===== config.mk =====
export PLATFORM = sky130hd
export DESIGN_NAME = irq_controller
export DESIGN_NICKNAME = d
export VERILOG_FILES = /design/src/rtl/irq_controller.sv
export SDC_FILE = /design/constraint.sdc
export NUM_CORES = 1
export LEC_CHECK = 0
export CELL_PAD_IN_SITES_DETAIL_PLACEMENT = 1
export CELL_PAD_IN_SITES_GLOBAL_PLACEMENT = 2
export CORE_MARGIN = 2
export CORE_UTILIZATION = 22
export CTS_CLUSTER_SIZE = 30
export DETAILED_ROUTE_END_ITERATION = 8
export HOLD_SLACK_MARGIN = 0.06
export PLACE_DENSITY = 0.8
export SETUP_SLACK_MARGIN = 0.05
export SYNTH_ARGS = -nofsm -noshare
export SYNTH_HDL_FRONTEND = slang
export SYNTH_SLANG_ARGS = --single-unit

===== constraint.sdc =====
create_clock -name clk -period 1.7 [get_ports clk]
set_input_delay 0.17 -clock clk [delete_from_list [all_inputs] [get_ports clk]]
set_output_delay 0.17 -clock clk [all_outputs]
set_load 0.03 [all_outputs]

===== src/rtl/irq_controller.sv =====
// Interrupt controller: edge-detected pending flags, masking, fixed priority,
// and req/ack/reti handshake tracking one in-service interrupt.
module irq_controller #(
   parameter  int NUM_IRQ = 4,
   parameter  int ADDR_W  = 10,
   localparam int ID_W    = (NUM_IRQ > 1) ? $clog2(NUM_IRQ) : 1
) (
   input  logic                      clk,
   input  logic                      reset,
   input  logic [NUM_IRQ-1:0]        irq_in,
   input  logic [NUM_IRQ*ADDR_W-1:0] irq_vec,
   input  logic                      int_en,
   input  logic                      mask_we,
   input  logic [NUM_IRQ-1:0]        mask_wd,
   input  logic                      int_ack,
   input  logic                      reti,
   output logic                      int_req,
   output logic [ADDR_W-1:0]         int_vec,
   output logic [ID_W-1:0]           int_id,
   output logic                      in_service,
   output logic [NUM_IRQ-1:0]        pending
);

   typedef enum logic [1:0] {
      IDLE    = 2'd0,
      REQ     = 2'd1,
      SERVICE = 2'd2
   } state_t;

   state_t              state_q, state_d;
   logic [NUM_IRQ-1:0]  prev_q;
   logic [NUM_IRQ-1:0]  pend_q, pend_d;
   logic [NUM_IRQ-1:0]  mask_q, mask_d;
   logic [ID_W-1:0]     id_q, id_d;
   logic [ADDR_W-1:0]   vec_q, vec_d;
   logic                req_q, req_d;
   logic                svc_q, svc_d;

   logic [NUM_IRQ-1:0]  rise;
   logic [NUM_IRQ-1:0]  elig;
   logic [NUM_IRQ-1:0]  clr;
   logic                win_vld;
   logic [ID_W-1:0]     win_id;
   logic [ADDR_W-1:0]   win_vec;

   assign rise = irq_in & ~prev_q;
   assign elig = pend_q & mask_q;

   // Fixed-priority pick: lowest eligible index wins.
   always_comb begin
      win_vld = 1'b0;
      win_id  = '0;
      win_vec = '0;
      for (int i = NUM_IRQ - 1; i >= 0; i--) begin
         if (elig[i]) begin
            win_vld = 1'b1;
            win_id  = ID_W'(i);
            win_vec = irq_vec[i*ADDR_W +: ADDR_W];
         end
      end
   end

   // Handshake FSM; a new edge beats the ack clear on the same line.
   always_comb begin
      state_d = state_q;
      id_d    = id_q;
      vec_d   = vec_q;
      req_d   = 1'b0;
      svc_d   = 1'b0;
      clr     = '0;
      mask_d  = mask_we ? mask_wd : mask_q;
      unique case (state_q)
         IDLE: begin
            if (int_en && win_vld) begin
               state_d = REQ;
               id_d    = win_id;
               vec_d   = win_vec;
               req_d   = 1'b1;
            end
         end
         REQ: begin
            if (int_ack) begin
               state_d     = SERVICE;
               clr[id_q]   = 1'b1;
               svc_d       = 1'b1;
            end else if (!int_en) begin
               state_d = IDLE;
            end else begin
               req_d = 1'b1;
            end
         end
         SERVICE: begin
            if (reti) begin
               state_d = IDLE;
            end else begin
               svc_d = 1'b1;
            end
         end
         default: state_d = IDLE;
      endcase
      pend_d = (pend_q & ~clr) | rise;
   end

   // State, flags and registered outputs.
   always_ff @(posedge clk or posedge reset) begin
      if (reset) begin
         state_q <= IDLE;
         prev_q  <= '0;
         pend_q  <= '0;
         mask_q  <= '1;
         id_q    <= '0;
         vec_q   <= '0;
         req_q   <= 1'b0;
         svc_q   <= 1'b0;
      end else begin
         state_q <= state_d;
         prev_q  <= irq_in;
         pend_q  <= pend_d;
         mask_q  <= mask_d;
         id_q    <= id_d;
         vec_q   <= vec_d;
         req_q   <= req_d;
         svc_q   <= svc_d;
      end
   end

   assign int_req    = req_q;
   assign int_vec    = vec_q;
   assign int_id     = id_q;
   assign in_service = svc_q;
   assign pending    = pend_q;

endmodule


# Word-level counts from Yosys, hierarchy flattened
# Index checks and enable logic that the tools add are counted.
[word_totals] register_bits=28 inputBits=54 output_inout_bits=18 word_cells=54
[classes] n_lt_le_gt_ge=2 n_eq_ne=5 n_mux=28 n_bitwise=6 reduce_logical=5
[ops] op="10-bit 2-to-1 mux" n=4
[ops] op="2-bit 2-to-1 mux" n=8
[ops] op="4-bit bitwise AND" n=3
[ops] op="1-bit 2-to-1 mux" n=10
[ops] op="4-bit 2-to-1 mux" n=2
[ops] op="4-bit inverter" n=2
[ops] op="2-bit one-hot mux with 3 select lines" n=1
[ops] op="2-bit != test (second input constant)" n=2
[ops] op="4-bit OR" n=1
[ops] op="1-bit one-hot mux with 2 select lines" n=2
[ops] op="2-bit by 3-bit less-than comparator with 1-bit output (second input constant)" n=1
[ops] op="3-bit != test (second input constant)" n=1
[ops] op="3-bit AND reduction" n=1
[ops] op="1-bit demux with 2-bit select" n=1
[ops] op="2-bit by 1-bit == test with 1-bit output (second input constant)" n=1
[ops] op="2-bit == test (second input constant)" n=1
[ops] op="2-bit by 1-bit >= comparator with 1-bit output (second input constant)" n=1
[ops] op="1-bit logical AND" n=2
[ops] op="2-bit logical NOT" n=1
[ops] op="2-bit AND reduction" n=1

# Depth between registers and ports, before layout
# Gate-level depths: netlist (run 1).
[depth] depth_word=9 depth_mapped=6 ltp_nobuf=6

# Worst setup path before layout (run 1)
# Ideal clock, no wire load.
[synth_path] path_kind="register to register" startpoint="register pend_q[2], in the netlist pending[2]" endpoint="register state_q[0]" setup_ps=128 arrival_time_ps=1458 t_required_ps=1572 slack_ps=115 path_stages_with_launch=5 n_path_buf=0 synth_period_minus_slack_ps=1585 cell_sequence="dfrtp_1 a22o_1 o31ai_1 a21oi_1 mux2_1"
[synth_between] elab_chain_len=7
[synth_lines] item="from (decl)" line="32" text="logic [NUM_IRQ-1:0] pend_q, pend_d;"
[synth_lines] item="from (signal assigned)" line="118" text="pend_q <= pend_d;"
[synth_lines] item="4-bit bitwise AND" line="47" text="assign elig = pend_q & mask_q;"
[synth_lines] item="1-bit 2-to-1 mux (3 in a row)" line="55" text="if (elig[i]) begin"
[synth_lines] item="1-bit logical AND" line="74" text="if (int_en && win_vld) begin"
[synth_lines] item="2-bit != test (no source line)"
[synth_lines] item="3-bit AND reduction (no source line)"
[synth_lines] item="to (signal assigned)" line="116" text="state_q <= state_d;"
[synth_lines] item="to (decl)" line="30" text="state_t state_q, state_d;"
# Every way passes these cells.
# A chain may end at the register's enable or synchronous reset.

# Final worst setup path (run 1)
[layout_path] startpoint="register id_q[1], in the netlist int_id[1]" endpoint="output port int_id[1]"
[layout_rtl] item="from (decl)" line="34" text="logic [ID_W-1:0] id_q, id_d;"
[layout_rtl] item="from (signal assigned)" line="120" text="id_q <= id_d;"
[layout_rtl] item="to (decl)" line="19" text="output logic [ID_W-1:0] int_id,"
# No word-level cell between the ends.

==> results_dict.tcl, run 1 <==
set metrics [dict create \
    final_critical_path_setup_slack_ns 0.128 \
    synth_top_cells_by_area "sky130_fd_sc_hd__dfrtp_1, sky130_fd_sc_hd__dfstp_2, sky130_fd_sc_hd__o311ai_0" \
    syn2layout_area_growth_pct 61.6 \
    pwr-share-comb_pct 54.5 \
    dpl.hpwl_um 3670 \
    critPathRequiredTime_ns 1.53 \
    wire_length_of_the_first_global_routing_pass_um 7560 \
    maximum_number_of_pins_on_one_net_before_global_route_repair 29 \
    total_design_power_mw 3.50 \
    power.static_leakage_nw 0.989 \
    fp-row-count 29 \
    number_of_synthesized_flops_with_an_enable_pin 0 \
    critical_path.cell_chain "clkdlybuf4s50_1" \
    critical-path-top-delay-family "buffers and inverters" \
    route.antenna.remaining_nets 0 \
    ys_seq_elements 28 \
    postRouteWirelength_um 4570 \
    initial_utilization_pct 23.0 \
    pwr-share-clk_pct 15.2 \
    cp_class "reg -> out" \
    synth_sequential_area_ratio_pct 47.5 \
    synth.most_common_cell "sky130_fd_sc_hd__dfrtp_1" \
    finalWeightedCongestion 0.714 \
    vias 1413 \
    drt_pre_antenna_iters 4 \
    synth.yosys.warnings 0 \
    global_route.overflow_total 0 \
    irDropWorstVdd_v 0.000435 \
    finalNetCount 291 \
    cts_made_buffers 3 \
    power_switching_share_pct 41.7 \
    floorplan.die_area_um2 7430 \
    antenna_cells 0 \
    critPathArrivalTime_ns 1.40 \
    dpl_cell_area_um2 2300 \
    antenna_found_initial 0 \
    cellPowerDensity_nw_per_um2 1460 \
    final_design_area_excluding_fillers_um2 2400 \
    post-route-util_pct 37.2 \
    hold_violations 0 \
    power_frac_seq_pct 30.3 \
    crit_path_top_delay_cell "sky130_fd_sc_hd__clkdlybuf4s50_1" \
    status "completed" \
    synth.avg_cell_area_um2 9.35 \
    internal_power_mw 2.04 \
    drt-wirelength-per-cell_um 14.8 \
    clockRootBuffer "sky130_fd_sc_hd__clkbuf_8" \
    tightestPinTransition_ns 0.423 \
    period_utilization_pct 92.5 \
    min_path_type "in -> async" \
    postSynthCellCount 159 \
    critPathLaunchType "register" \
    post-route-min-period_ns 1.57 \
    place.detailed.instances 305 \
    clock.fmax_mhz 636 \
    syn_area_um2 1490 \
    slew-limit-headroom_pct 71.8 \
    p_sw_mw 1.46 \
    final_setup_violation_count 0 \
    synth_largest_type_area_fraction_pct 40.4 \
    end_kind "output port" \
    synth.lib_cells_used.distinct 26 \
    synth.top_cells.by_count "sky130_fd_sc_hd__dfrtp_1, sky130_fd_sc_hd__inv_1, sky130_fd_sc_hd__nand2_1" \
    floorplan.die.height_um 86.2 \
    yosys_most_used_dff "sky130_fd_sc_hd__dfrtp_1" \
    tritoncts "built" \
    cts_hold_repair.buffers 0 \
    floorplan.die.width_um 86.2 \
    clock_latency_ns 0.27 \
    final_cells 309 \
    cp.buffers_inverters 1 \
    asyncSetResetFlopFracSynth_pct 100 \
    synth.largest_area_cell "sky130_fd_sc_hd__dfrtp_1" \
    drt-initial-drc-count 48 \
    floorplan.core_area_um2 6460 \
    post-cts-setup-buffer-count 0 \
    first_global_vias 1515 \
    placement.io_buffers 71 \
    max_cap_viol_count 0 \
    timing.setup.tns_ns 0 \
    clock_pin_slew_of_the_registers_on_the_worst_case_setup_and_hold_paths_ns 0.10 \
    grtUsageTotal_pct 12.8 \
    max_stage_delay_ns 0.70 \
    drc_errors 0 \
    timing.clock.skew_ns 0.00319 \
    pre_cts_ws_ns 0.0108 \
    cts.sinks 28 \
    route.detailed.vias_per_inst 4.57 \
    syn_nets 217 \
    drive_gt1_share_pct 11.2 \
    drv_slew 0 \
    critical_path_fanout_max 5 \
    hold-worst-slack_ns 0.250 \
    unrepaired_setup_endpoints_after_global_routing "yes" \
    cts_htree_levels 1 \
    cts_max_path_buffers 2 \
    pin_count 72 \
]
[sequential cells by signal (all words and copies together), names as in the netlist]
name / cells
int_id: 2
int_vec: 10
pending: 4
prev_q: 4
state_q: 2
in_service: 1
mask_q: 4
int_req: 1
[cells in the final DEF, fill, tap and decap left out, drive strengths merged]
master	instances
a21boi	1
a21oi	1
a22o	1
a31oi	12
and2	3
buf	8
bufinv	1
clkbuf	3
clkdlybuf4s50	69
dfrtp	24
dfstp	4
dlymetal6s2s	2
ha	4
inv	20
mux2	5
mux2i	1
nand2	17
nand2b	1
nand3	12
nand3b	1
nor2	10
o211ai	10
o21ai	8
o311a	1
o311ai	10
o31ai	3
[area by class of cell]
| cell class | instances | area, um^2 |
|---|---|---|
| Clock buffer | 3 | 41.3 |
| Clock inverter | 1 | 30.0 |
| Fill cell | 771 | 4060 |
| Inverter | 20 | 75.1 |
| Multi-Input combinational cell | 101 | 678 |
| Sequential cell | 28 | 706 |
| Tap cell | 77 | 96.3 |
| Timing Repair Buffer | 79 | 776 |
[power by group through the flow]
stage / Sequential [mW] / Clock [mW] / Combinational [mW]
6_report: 1.06 / 0.533 / 1.91
5_1_grt: 1.09 / 0.589 / 2.07
4_1_cts: 1.07 / 0.554 / 1.91
3_5_place_dp: 1.08 / 0 / 1.89
3_3_place_gp: 1.07 / 0 / 1.87
2_1_floorplan: 1.46 / 0 / 0.728
[per-layer routing]
layer  up-vias  routed length (um)  global-route usage (%)
li1        712                   -                       -
met2        42                2090                    20.3
met3         2                 235                    3.05
met1       657                2230                    17.9
met5         -                   0                       0
met4         0                  19                    2.56
[tightest hold or removal path: stages]
cell and delay [ns]:
sky130_fd_sc_hd__clkdlybuf4s50_1 0.39, sky130_fd_sc_hd__inv_1 0.05, sky130_fd_sc_hd__buf_4 0.33
[what timing repair did]
item | in CTS | in global routing
gates resized for setup | 3 | 12
pin swaps | 0 | 1
setup endpoints to repair | 7 | 12
[cells by family after synthesis]
group | count (synthesis) | share of synthesized area, %
adder cells (fa/ha/maj) | 4 | 3.37
buffers and inverters | 30 | 8.59
flip-flops | 28 | 47.5
AO/OA/AOI/OAI | 47 | 23.1
AND/OR/NAND/NOR | 44 | 13.0
multiplexers | 6 | 4.46
[final timing paths]
kind                                  startpoint                endpoint  slack (ns)  depth (start not counted)
min in group clk                       irq_in[3]     prev_q[3]$_DFF_PP0_        0.35                          1
setup / recovery           int_id[1]$_DFFE_PP0P_               int_id[1]        0.13                          1
setup reg to reg           mask_q[3]$_DFFE_PP1P_  state_q[0]$_DFFE_PP0P_        0.15                          4
hold reg to reg              prev_q[1]$_DFF_PP0_    pending[1]$_DFF_PP0_        0.42                          1
hold / removal                             reset  int_vec[0]$_DFFE_PP0P_        0.25                          3
max in group asynchronous                  reset   mask_q[0]$_DFFE_PP1P_        1.13                          3
Power figures use the tool's default switching activity.
==> inputs of run 2 (changes only) <==
SLEW_MARGIN = 20   (was not set)
==> results of run 2 <==
Final layout, timing and power as in run 1 (identical DEF).
==> inputs of run 3 (changes only) <==
CORE_MARGIN = 4   (was 2)
==> results_dict.tcl, run 3 (synthesis gave the netlist of run 1 again) <==
set metrics [dict create \
    clock_pin_slew_of_the_registers_on_the_worst_case_setup_and_hold_paths_ns 0.11 \
    irDropWorstVdd_v 0.000444 \
    finalWeightedCongestion 0.732 \
    drc_errors 0 \
    r2r_setup_slack_ns 0.13 \
    cellPowerDensity_nw_per_um2 1480 \
    fp-row-count 29 \
    grtUsageTotal_pct 12.8 \
    power_switching_share_pct 42.2 \
    pre_cts_ws_ns -0.0276 \
    tightestPinTransition_ns 0.418 \
    drv_slew 0 \
    cp_class "reg -> out" \
    layout.cells.most_common "sky130_fd_sc_hd__clkdlybuf4s50_1" \
    floorplan.die.width_um 90.2 \
    pin_count 72 \
    first_global_vias 1594 \
    end_kind "output port" \
    drt-wirelength-per-cell_um 16.5 \
    floorplan.die_area_um2 8140 \
    slew-limit-headroom_pct 72.1 \
    floorplan.core_area_um2 6460 \
    initial_utilization_pct 23.0 \
    floorplan.die.height_um 90.2 \
    pwr-share-comb_pct 53.7 \
    max_stage_delay_ns 0.71 \
    route.antenna.remaining_nets 0 \
    timing.clock.skew_ns 0.00430 \
    final_cell_mix "sky130_fd_sc_hd__clkdlybuf4s50_1, sky130_fd_sc_hd__dfrtp_1, sky130_fd_sc_hd__inv_1" \
    min_path_type "in -> async" \
    global_route.overflow_total 0 \
    p_sw_mw 1.48 \
    internal_power_mw 2.03 \
    finalNetCount 289 \
    maximum_number_of_pins_on_one_net_before_global_route_repair 29 \
    drt-initial-drc-count 18 \
    max_cap_viol_count 0 \
    timing.setup.tns_ns 0 \
    final_design_area_excluding_fillers_um2 2380 \
    met3_usage_pct 1.92 \
    largest_register_ff_count 10 \
    antenna_found_initial 0 \
    critPathArrivalTime_ns 1.43 \
    worstReg2RegStart "pending[2]$_DFF_PP0_" \
    tritoncts "built" \
    clock.fmax_mhz 626 \
    hold_violations 0 \
    syn2layout_area_growth_pct 60.0 \
    vias 1425 \
    drive_gt1_share_pct 10.0 \
    critical_path_fanout_max 4 \
    cts_hold_repair.buffers 0 \
    grt.met2_usage_pct 21.1 \
    critical-path-top-delay-family "buffers and inverters" \
    cts.sinks 28 \
    grtUsageMet1_pct 17.5 \
    unrepaired_setup_endpoints_after_global_routing "no" \
    dpl_cell_area_um2 2290 \
    busiest_layer "met2" \
    cts_max_path_buffers 2 \
    power_frac_seq_pct 30.8 \
    final_critical_path_setup_slack_ns 0.103 \
    clock_latency_ns 0.28 \
    crit_path_top_delay_cell "sky130_fd_sc_hd__clkdlybuf4s50_1" \
    antenna_cells 0 \
    critPathLaunchType "register" \
    placement.io_buffers 71 \
    pwr-share-clk_pct 15.5 \
    route.detailed.vias_per_inst 4.64 \
    worstRegToRegCells 4 \
    worst_setup_path_startpoint "pending[3]$_DFF_PP0_" \
    drt_pre_antenna_iters 4 \
    postRouteWirelength_um 5050 \
    cts_made_buffers 3 \
    rr_endpoint "state_q[0]$_DFFE_PP0P_" \
    critPathRequiredTime_ns 1.53 \
    critical_path.cell_chain "clkdlybuf4s50_1" \
    wire_length_of_the_first_global_routing_pass_um 8500 \
    status "completed" \
    post-route-min-period_ns 1.60 \
    power.static_leakage_nw 0.997 \
    filler_cell_count 764 \
    cp.buffers_inverters 1 \
    path_depth 1 \
    worst_setup_ep "pending[3]" \
    area.sequential_um2 706 \
    final_setup_violation_count 0 \
    cts_htree_levels 1 \
    clockRootBuffer "sky130_fd_sc_hd__clkbuf_8" \
    multi_input_area_um2 667 \
    dpl.hpwl_um 4000 \
    period_utilization_pct 93.9 \
]
==> run 3: how the worst min path moves through the flow <==
stage          slack, ns                 from  cells past startpoint                     end
2_1_floorplan       0.20            irq_in[0]                      0     prev_q[0]$_DFF_PP0_
3_3_place_gp        0.41  prev_q[2]$_DFF_PP0_                      1    pending[2]$_DFF_PP0_
3_5_place_dp        0.42  prev_q[1]$_DFF_PP0_                      1    pending[1]$_DFF_PP0_
4_1_cts             0.27                reset                      3  int_vec[2]$_DFFE_PP0P_
5_1_grt             0.32                reset                      3  int_vec[2]$_DFFE_PP0P_
6_report            0.25                reset                      3  int_vec[6]$_DFFE_PP0P_
==> run 3: layer usage <==
metal | wire (um) | share of wire (%) | up-vias
li1 | - | - | 712
met4 | 53 | 1.0 | 0
met3 | 187 | 3.7 | 4
met1 | 2390 | 47 | 673
met2 | 2420 | 48 | 36
met5 | 0 | 0 | -
==> run 3: per-stage QoR <==
step	cells	hold slack (ns)	util, %	power [mW]
after CTS	307	0.266	36.5	3.54
after floorplan	159	0.201	-	2.18
after detailed placement	303	0.420	35.4	2.98
final	307	0.253	36.8	3.51
after global routing	307	0.320	36.8	3.76
after global placement	303	0.405	35.4	2.95
==> run 3: what timing repair did <==
item | 4_1_cts | 5_1_grt
setup buffers | 0 | 0
endpoints found under the setup margin | 1 | 13
resized for setup | 1 | 12
==> run 3: power groups by stage <==
stage / logic [mW] / clock network [mW] / registers, mW
2_1_floorplan: 0.728 / 0 / 1.46
3_3_place_gp: 1.85 / 0 / 1.09
3_5_place_dp: 1.87 / 0 / 1.10
4_1_cts: 1.88 / 0.564 / 1.09
5_1_grt: 2.05 / 0.587 / 1.12
6_report: 1.88 / 0.545 / 1.08
==> run 3: layout make-up <==
cell class | instances | share of cell area (%)
Timing Repair Buffer | 77 | 32.1
Sequential cell | 28 | 29.7
Multi-Input combinational cell | 101 | 28.0
Tap cell | 77 | 4.05
Inverter | 20 | 3.16
Clock buffer | 3 | 1.74
Clock inverter | 1 | 1.26
==> run 3: worst min-delay path, stage by stage <==
cell,delay (ns)
sky130_fd_sc_hd__clkdlybuf4s50_1,0.39
sky130_fd_sc_hd__inv_1,0.05
sky130_fd_sc_hd__buf_4,0.35
